<file path="src/rtl/fetch_buffer.sv">
// fetch_buffer: instruction fetch stage between the PC and decode.
// Turns each PC value into an instruction-memory request, tracks up to DEPTH
// outstanding/completed fetches in an in-order slot ring, and presents the
// oldest completed instruction/PC pair to decode over a valid/ready handshake.
//
// Optional feature macro: FETCH_FLUSH_EN
//   defined   - flush discards all buffered and in-flight work; responses still
//               owed to flushed requests are counted and dropped on arrival.
//   undefined - flush is ignored; redirects must drain the buffer externally.
//
// Ports:
//   clk, reset_n        clock, asynchronous active-low reset
//   pc_in               fetch address from the PC
//   stall_out           high = hold the PC (no request accepted this cycle)
//   imem_req_*          request to instruction memory (addr = pc_in)
//   imem_rsp_*          in-order response beats from instruction memory
//   flush               branch/jump redirect
//   id_valid/instr/pc   head instruction to decode
//   id_ready            decode consumes the head this cycle
module fetch_buffer #(
    parameter int unsigned DEPTH  = 4,
    parameter int unsigned ADDR_W = 32,
    parameter int unsigned DATA_W = 32
) (
    input  logic              clk,
    input  logic              reset_n,
    input  logic [ADDR_W-1:0] pc_in,
    output logic              stall_out,
    output logic              imem_req_valid,
    output logic [ADDR_W-1:0] imem_req_addr,
    input  logic              imem_req_ready,
    input  logic              imem_rsp_valid,
    input  logic [DATA_W-1:0] imem_rsp_data,
    input  logic              flush,
    output logic              id_valid,
    output logic [DATA_W-1:0] id_instr,
    output logic [ADDR_W-1:0] id_pc,
    input  logic              id_ready
);

    localparam int unsigned PW = $clog2(DEPTH);
    localparam int unsigned CW = PW + 1;
    localparam logic [CW:0] DEPTH_W = (CW+1)'(DEPTH);

    logic [ADDR_W-1:0] r_pc    [DEPTH];
    logic [DATA_W-1:0] r_instr [DEPTH];
    logic [DEPTH-1:0]  r_filled;
    logic [PW-1:0]     r_alloc;
    logic [PW-1:0]     r_fill;
    logic [PW-1:0]     r_head;
    logic [CW-1:0]     r_used;
    // Allocated slots still waiting for their response.
    logic [CW-1:0]     r_inflight;
    // Last head shown to decode, held on the outputs while the buffer is empty.
    logic [DATA_W-1:0] r_last_instr;
    logic [ADDR_W-1:0] r_last_pc;

    logic              w_flush;
    logic [CW-1:0]     w_discard;
    logic              w_pop;
    logic              w_fire;
    logic              w_rsp_fill;
    logic [CW:0]       w_occ;
    logic [DEPTH-1:0]  w_filled_d;

`ifdef FETCH_FLUSH_EN
    logic [CW-1:0]     r_discard;

    assign w_flush   = flush;
    assign w_discard = r_discard;

    // Each response arriving in the flush cycle consumes one owed beat,
    // whether it was owed to discard or to a slot being flushed.
    always_ff @(posedge clk or negedge reset_n) begin
        if (!reset_n) begin
            r_discard <= '0;
        end else if (w_flush) begin
            r_discard <= r_discard + r_inflight
                       - CW'(imem_rsp_valid && ((r_discard != '0) || (r_inflight != '0)));
        end else begin
            r_discard <= r_discard - CW'(imem_rsp_valid && (r_discard != '0));
        end
    end
`else
    logic w_unused_flush;

    assign w_unused_flush = flush;
    assign w_flush        = 1'b0;
    assign w_discard      = '0;
`endif

    assign id_valid = r_filled[r_head];
    assign id_instr = id_valid ? r_instr[r_head] : r_last_instr;
    assign id_pc    = id_valid ? r_pc[r_head]    : r_last_pc;

    assign w_pop = id_valid && id_ready && !w_flush;

    // Credit check counts a pop in the same cycle, so a full buffer can accept
    // a new request in the very cycle decode frees the head slot.
    assign w_occ          = ({1'b0, r_used} + {1'b0, w_discard}) - (CW+1)'(w_pop);
    assign imem_req_valid = reset_n && !w_flush && (w_occ < DEPTH_W);
    assign imem_req_addr  = pc_in;
    assign w_fire         = imem_req_valid && imem_req_ready;
    assign stall_out      = !w_fire;

    // Responses with nothing owed and no unfilled slot are ignored.
    assign w_rsp_fill = imem_rsp_valid && (w_discard == '0) && (r_inflight != '0);

    always_comb begin
        w_filled_d = r_filled;
        if (w_fire) begin
            w_filled_d[r_alloc] = 1'b0;
        end
        if (w_rsp_fill) begin
            w_filled_d[r_fill] = 1'b1;
        end
        if (w_pop) begin
            w_filled_d[r_head] = 1'b0;
        end
    end

    always_ff @(posedge clk or negedge reset_n) begin
        if (!reset_n) begin
            for (int i = 0; i < int'(DEPTH); i++) begin
                r_pc[i]    <= '0;
                r_instr[i] <= '0;
            end
            r_filled     <= '0;
            r_alloc      <= '0;
            r_fill       <= '0;
            r_head       <= '0;
            r_used       <= '0;
            r_inflight   <= '0;
            r_last_instr <= '0;
            r_last_pc    <= '0;
        end else begin
            if (id_valid) begin
                r_last_instr <= r_instr[r_head];
                r_last_pc    <= r_pc[r_head];
            end
            if (w_flush) begin
                r_filled   <= '0;
                r_alloc    <= '0;
                r_fill     <= '0;
                r_head     <= '0;
                r_used     <= '0;
                r_inflight <= '0;
            end else begin
                if (w_fire) begin
                    r_pc[r_alloc] <= pc_in;
                    r_alloc       <= r_alloc + PW'(1);
                end
                if (w_rsp_fill) begin
                    r_instr[r_fill] <= imem_rsp_data;
                    r_fill          <= r_fill + PW'(1);
                end
                if (w_pop) begin
                    r_head <= r_head + PW'(1);
                end
                r_filled   <= w_filled_d;
                r_used     <= r_used + CW'(w_fire) - CW'(w_pop);
                r_inflight <= r_inflight + CW'(w_fire) - CW'(w_rsp_fill);
            end
        end
    end

endmodule

</file>
<file path="config.mk">
export PLATFORM = sky130hd
export DESIGN_NAME = fetch_buffer
export DESIGN_NICKNAME = d
export VERILOG_FILES = /design/src/rtl/fetch_buffer.sv
export SDC_FILE = /design/constraint.sdc
export NUM_CORES = 1
export LEC_CHECK = 0
export CAP_MARGIN = 5
export CORE_MARGIN = 2
export CORE_UTILIZATION = 45
export DETAILED_ROUTE_END_ITERATION = 10
export HOLD_SLACK_MARGIN = 0.02
export PLACE_DENSITY = 0.66
export SKIP_LAST_GASP = 1
export SLEW_MARGIN = 20
export SYNTH_ARGS = -nofsm -noshare
export SYNTH_HDL_FRONTEND = slang
export SYNTH_SLANG_ARGS = --single-unit
</file>
<file path="constraint.sdc">
create_clock -name clk -period 3.6 [get_ports clk]
set_input_delay 0.72 -clock clk [delete_from_list [all_inputs] [get_ports clk]]
set_output_delay 0.72 -clock clk [all_outputs]
set_load 0.02 [all_outputs]
</file>
==> qor.yml, run 1 <==
status:
  status: "complete, but fails checks"
  violations: "negative setup slack"
sta:
  max-slew-margin-rel_pct: 34.4
  hold-worst-slack_ps: 201
  fin_skew_ps: 16.1
  period_needed_ps: 3620
  worstMarginPinSlew_ps: 984
  setup-violations-final: 3
  finalSetupTns_ps: -51.2
  finalHoldViolCount: 0
  timing.final.crit_share_pct: 101
  drv_slew: 0
  clock.fmax_mhz: 276
  rsz0062_at_grt: "yes"
  fin_ws_ps: -21.8
critical_path:
  cp_slowest_stage_delay_ps: 720
  start_kind: "flip-flop"
  critical_path_arrival_ps: 2900
  critical-path-slowest-cell: "mux4_4"
  cp_max_fo: 29
  end_kind: "output pin"
  worstSetupPathType: "flip-flop to output pin"
  worstPathRequired_ps: 2880
  critical_path.cell_chain: "mux4_4 > buf_8 > mux2_1 > clkdlybuf4s50_1"
synth:
  yosysUniqueCellTypes: 35
  synth-xor-area-share_pct: 0.288
  synthAdderAreaFrac_pct: 1.75
  synthMuxAreaShare_pct: 36.6
  synth-seq-cells: 336
  syn_area_um2: 15200
  syn-num-nets: 981
  yosysWarnings: 0
  yosysSeqAreaShare_pct: 55.3
  avgSynthCellArea_um2: 17.1
  synthSimpleGateAreaFrac_pct: 0.683
  synth_compound_area_share_pct: 1.51
  syn-instance-count: 891
  synth_top_family_by_area: "multiplexers"
placed_design:
  placedCellCount: 1452
  port-buffer-count: 167
  place.gp.congestion: 0.688
  dp_slack_ps: 179
  hpwl_mm: 18.0
power:
  vdd_ir_drop_max_v: 0.000694
  total_power_w: 0.0196
  internal_power_w: 0.0130
  p_per_area_nw_per_um2: 1050
  p_switching_w: 0.00652
  p_leak_nw: 8.55
  combPwrFrac_pct: 47.4
  p_clk_share_pct: 18.9
  seq_power_share_pct: 33.7
  p_sw_share_pct: 33.4
clock_tree:
  tritoncts: "yes"
  cts_sinks: 336
  hold_buffers: 0
  clk_latency_ps: 510
  cts-buffers-inserted: 38
  cts_root_buf: "clkbuf_16"
  htree_num_levels: 2
  clkSlewWorstSetupHoldPaths_ps: 60
  clockBufferDepth: 3
floorplan:
  start_util_pct: 45.5
  die_area_um2: 35300
  die_h_um: 188
  pin_count: 169
  core_um2: 33400
  placementRows: 67
  die_x_um: 188
global_route:
  grt_max_degree: 185
  antenna_found_initial: 2
  gr-total-overflow: 0
  grt_pass1_vias: 8793
  grt_pass1_wl_mm: 49.7
  grt_use_total_pct: 17.7
cells_and_area:
  nets: 1136
  area_delta_synth_final_pct: 22.1
  fin_cells: 1520
  final_cell_mix: "dfrtp_1 (334), mux2_4 (120), mux2_1 (117)"
  final_layout_size_suffix_gt1_share_pct: 34.5
  final_common_cell: "dfrtp_1"
drt:
  drt_iter0_markers: 324
  avgRoutedWirePerCell_um: 20.1
  via_per_inst: 5.25
  vias: 7987
  drcViolationCount: 0
  firstDrtPassIters: 4
  ant_nets: 0
  wirelength_mm: 30.5
worst_hold_path:
  min_path_type: "input port to async pin"
flow_run:
  max_cap_violations: 0
==> through the flow <==
step           instance area [um2]  utilization (%)
2_1_floorplan                15200                -
3_3_place_gp                 17200             51.4
3_5_place_dp                 17200             51.4
4_1_cts                      18400             55.0
5_1_grt                      18600             55.6
6_report                     18600             55.6
==> critical path, delay by kind of cell (launching register included) <==
family | cells | cell delay (ps)
buf+inv | 2 | 790
flops | 1 | 480
mux | 2 | 1100
==> final cells by class <==
class,instances,area (um2)
Clock inverter,12,93.8
Inverter,17,63.8
Multi-Input combinational cell,459,6210
Tap cell,448,561
Fill cell,2731,14800
Antenna cell,1,2.50
Timing Repair Buffer,194,2100
Clock buffer,53,1110
Sequential cell,336,8420
==> flip-flops by register name, summed over array words and instances, names as in the netlist <==
| signal | cells |
|---|---|
| r_fill | 2 |
| r_alloc | 2 |
| r_instr | 128 |
| r_head | 2 |
| r_filled | 4 |
| r_used | 3 |
| r_pc | 128 |
| r_last_instr | 32 |
| r_inflight | 3 |
| r_last_pc | 32 |
==> power by group through the flow <==
stage	sequential [W]	combinational, W	clock [W]
after global placement	0.00657	0.00942	0
after CTS	0.00658	0.00954	0.00381
after detailed placement	0.00661	0.00954	0
final	0.00659	0.00926	0.00371
after floorplan	0.00632	0.00648	0
after global routing	0.00682	0.00999	0.00398
==> worst paths after layout <==
path	startpoint	to	slack, ps	cells past startpoint
max reg2reg	r_used[1]	r_inflight[2]	730	12
min	reset_n	r_pc[10]	200	2
min in group clk	r_inflight[2]	r_inflight[2]	480	1
max	r_head[0]	id_instr[12]	-20	4
max in group asynchronous	reset_n	r_pc[83]	2180	3
min reg2reg	r_inflight[2]	r_inflight[2]	480	1
==> layer usage <==
layer	global-route usage (%)	wire (um)	vias up
met5	0	13	-
met4	4.39	507	2
met3	3.87	1430	41
met1	24.7	14200	4259
met2	28.3	14400	148
li1	-	-	3537
==> synth_stat cells (all sizes together) <==
master	n	area, um2
dfrtp	336	8410
mux2	324	4100
buf	66	470
mux4	65	1460
ha	18	225
inv	17	63.8
nand2	15	61.3
clkbuf	13	48.8
o21ai	5	70.1
a22oi	4	30.0
o211ai	4	30.0
a21oi	3	15.0
xnor2	3	26.3
a21o	2	15.0
fa	2	40.0
nor3b	2	15.0
xor2	2	17.5
a221o	1	10.0
a221oi	1	26.3
and3	1	6.26
and4b	1	10.0
nand2b	1	6.26
nand3	1	5.00
o2111a	1	11.3
o21a	1	7.51
o22ai	1	6.26
o31a	1	8.76
==> kinds of logic after synthesis <==
family	Yosys count
AOI/OAI and AO/OA	24
buffers and inverters	96
DFF	336
and+or+nand+nor	21
xor gates and xnor gates	5
muxes	389
adders and majority gates	20
==> timing repair <==
| item | 4_1_cts | 5_1_grt |
|---|---|---|
| gates resized for setup | 8 | 52 |
| setup endpoints to repair | 46 | 54 |
| gates cloned | 0 | 1 |
| buffers inserted | 0 | 0 |
No activity file was read; power rests on OpenSTA's default activity.
==> run 2: changes to the inputs <==
- GPL_TIMING_DRIVEN: not set -> 0
==> run 2 against run 1 <==
Net effect: the run now ends clean; non-clock buffer count increased by 57; clock skew increased by 3.9 ps; sequential power about the same; routed wire length increased by 1.5%; cell area increased by 2.4%; register-to-register slack improved by 30 ps; core utilization increased by 1.4 points; global-route usage increased by 0.39 points; largest power group unchanged.
==> qor.yml, run 2 (synthesis gave the netlist of run 1 again) <==
floorplan:
  placementRows: 67  # unchanged
  die_h_um: 188  # unchanged
  die_area_um2: 35300  # unchanged
  die_x_um: 188  # unchanged
  core_um2: 33400  # unchanged
  pin_count: 169  # unchanged
  start_util_pct: 45.5  # unchanged
clock_tree:
  cts_setup_buffers: 0  # unchanged
  cts_root_buf: "clkbuf_16"
  cts_sinks: 336  # unchanged
  htree_num_levels: 2  # unchanged
  clkSlewWorstSetupHoldPaths_ps: 60  # about the same
  cts-buffers-inserted: 38  # unchanged
  hold_buffers: 0  # unchanged
  tritoncts: "yes"
  clk_latency_ps: 530  # +20 ps
  clockBufferDepth: 3  # unchanged
power:
  p_switching_w: 0.00664  # +1.8%
  p_leak_nw: 8.53  # -0.13%
  combPwrFrac_pct: 46.6  # -0.8 points
  vdd_ir_drop_max_v: 0.000525  # -24%
  p_sw_share_pct: 33.4  # +0.082 points
  internal_power_w: 0.0132  # +1.4%
  seq_power_share_pct: 33.1  # -0.6 points
  p_clk_share_pct: 20.2  # +1.3 points
  p_per_area_nw_per_um2: 1040  # -0.90%
  total_power_w: 0.0199  # +1.5%
global_route:
  gr-usage-met3_pct: 3.26  # -0.62 points
  antenna_found_initial: 1  # -1
  grt_max_degree: 99  # -46%
  grtUsageMet2_pct: 27.9  # -0.36 points
  grt_pass1_vias: 8958  # +1.9%
  gr-total-overflow: 0  # unchanged
  grt-busiest-layer: "met2"
  grt_use_total_pct: 18.1  # +0.39 points
  grt_pass1_wl_mm: 50.6  # +2.0%
  gr-usage-met1_pct: 26.3  # +1.6 points
cells_and_area:
  largestRegisters: "r_instr: 128 flops, r_pc: 128 flops"
  final_cell_mix: "dfrtp_1 (334), mux2_4 (120), mux2_1 (117)"
  final_common_cell: "dfrtp_1"
  fillerInstances: 2725  # -0.22%
  multi_input_area_um2: 6210  # about the same
  seq_area_um2: 8410  # about the same
  nets: 1193  # +5.0%
  final_layout_size_suffix_gt1_share_pct: 36.7  # +2.2 points
  area_delta_synth_final_pct: 25.1
critical_path:
  worstSetupPathType: "flip-flop to output pin"
  critical_path_buf_inv_count: 3  # +1
  cp_slowest_stage_delay_ps: 540  # -180 ps
  critPathTopFamily: "buffers and inverters"
  critical_path_arrival_ps: 2780  # -120 ps
  start_kind: "flip-flop"
  critical_path.cell_chain: "buf_8 > buf_6 > mux4_2 > mux2_1 > clkdlybuf4s50_1"
  worstPathRequired_ps: 2880  # about the same
  end_kind: "output pin"
  critical-path-slowest-cell: "clkdlybuf4s50_1"
  cp_max_fo: 10  # -66%
drt:
  drt_iter0_markers: 326  # +0.62%
  via_per_inst: 5.20  # -1.0%
  firstDrtPassIters: 6  # +2
  avgRoutedWirePerCell_um: 19.6  # -2.4%
  wirelength_mm: 31.0  # +1.5%
  vias: 8224  # +3.0%
  ant_nets: 0  # unchanged
  drcViolationCount: 0  # unchanged
status:
  status: "finished, final reports clean"
sta:
  drv_slew: 0  # unchanged
  fin_skew_ps: 20.0  # +3.89 ps
  max-slew-margin-rel_pct: 43.5  # +9.1 points
  setup-violations-final: 0  # -3
  clock.fmax_mhz: 285  # +3.4%
  rsz0062_at_grt: "no"
  hold-worst-slack_ps: 85.9  # -115 ps
  period_needed_ps: 3500  # -119 ps
  finalSetupTns_ps: 0  # +51.2 ps
  worstMarginPinSlew_ps: 847  # -137 ps
  finalHoldViolCount: 0  # unchanged
  timing.final.crit_share_pct: 97.3  # -3.3 points
placed_design:
  port-buffer-count: 167  # unchanged
  hpwl_mm: 19.8  # +10%
  place.gp.congestion: 0.763  # +11%
worst_hold_path:
  min_path_type: "input port to async pin"
flow_run:
  max_cap_violations: 0  # unchanged
==> run 2: cell types whose count changed in the layout (fill, tap and decap cells not counted), sizes merged, moves of 2 or more <==
cell	before	now
buf	27	72
dlymetal6s2s	49	16
dlygate4sd2	6	36
clkbuf	54	71
bufinv	1	4
clkdlybuf4s50	111	114
clkinvlp	2	0
==> run 2: layout make-up <==
| class | count | share of cell area (%) |
|---|---|---|
| Buffer | 79 | 3.27 |
| Antenna cell | 1 | 0.0132 |
| Inverter | 17 | 0.336 |
| Tap cell | 448 | 2.95 |
| Clock buffer | 58 | 6.04 |
| Clock inverter | 11 | 0.935 |
| Sequential cell | 336 | 44.2 |
| Timing Repair Buffer | 172 | 9.53 |
| Multi-Input combinational cell | 459 | 32.7 |
==> run 2: what timing repair did <==
action,CTS,global route
resized for setup,78,21
setup endpoints to repair,67,21
gates cloned,0,1
pin swaps,0,0
==> run 2: path summary, 6_finish.rpt <==
kind | start | end | slack (ps) | cells after the start
max in group asynchronous | reset_n | r_instr[48] | 2540 | 3
min in group clk | r_last_instr[23] | r_last_instr[23] | 470 | 1
hold / removal | reset_n | r_last_pc[7] | 90 | 1
setup reg to reg | r_used[1] | r_inflight[2] | 760 | 12
hold reg to reg | r_last_instr[23] | r_last_instr[23] | 470 | 1
setup / recovery | r_head[0] | id_instr[17] | 100 | 5
==> run 2: worst register-to-register path, stage by stage (launching register included) <==
cell and delay [ps]:
dfrtp_2 440, inv_1 90, ha_1 220, and4b_1 260, and3_1 260, a21o_1 200, inv_2 80, ha_1 290
inv_1 40, ha_1 180, fa_1 380, xor2_1 160, xnor2_1 130
==> run 2: power by group through the flow <==
stage                     Clock, W  Combinational [W]  Sequential [W]
final                      0.00401            0.00926         0.00658
after detailed placement         0            0.00966         0.00661
after global routing       0.00428            0.00996         0.00681
after global placement           0            0.00951         0.00659
after CTS                  0.00412            0.00948         0.00658
after floorplan                  0            0.00648         0.00632
==> run 2: stage by stage <==
stage	cell area, um2	worst slack, ps	instances	utilization, %
after global placement	17400	-13130	1506	52.2
after detailed placement	17500	-288	1510	52.6
after floorplan	15200	811	891	-
after CTS	18900	-21.8	1579	56.7
after global routing	19000	2.95	1581	57.0
final	19000	97.1	1581	57.0
==> run 2: layer usage <==
metal  routed length, um  up-vias
met3                1340       48
met1               14800     4371
met2               14200      156
met4                 687        0
met5                   0        -
li1                    -     3649
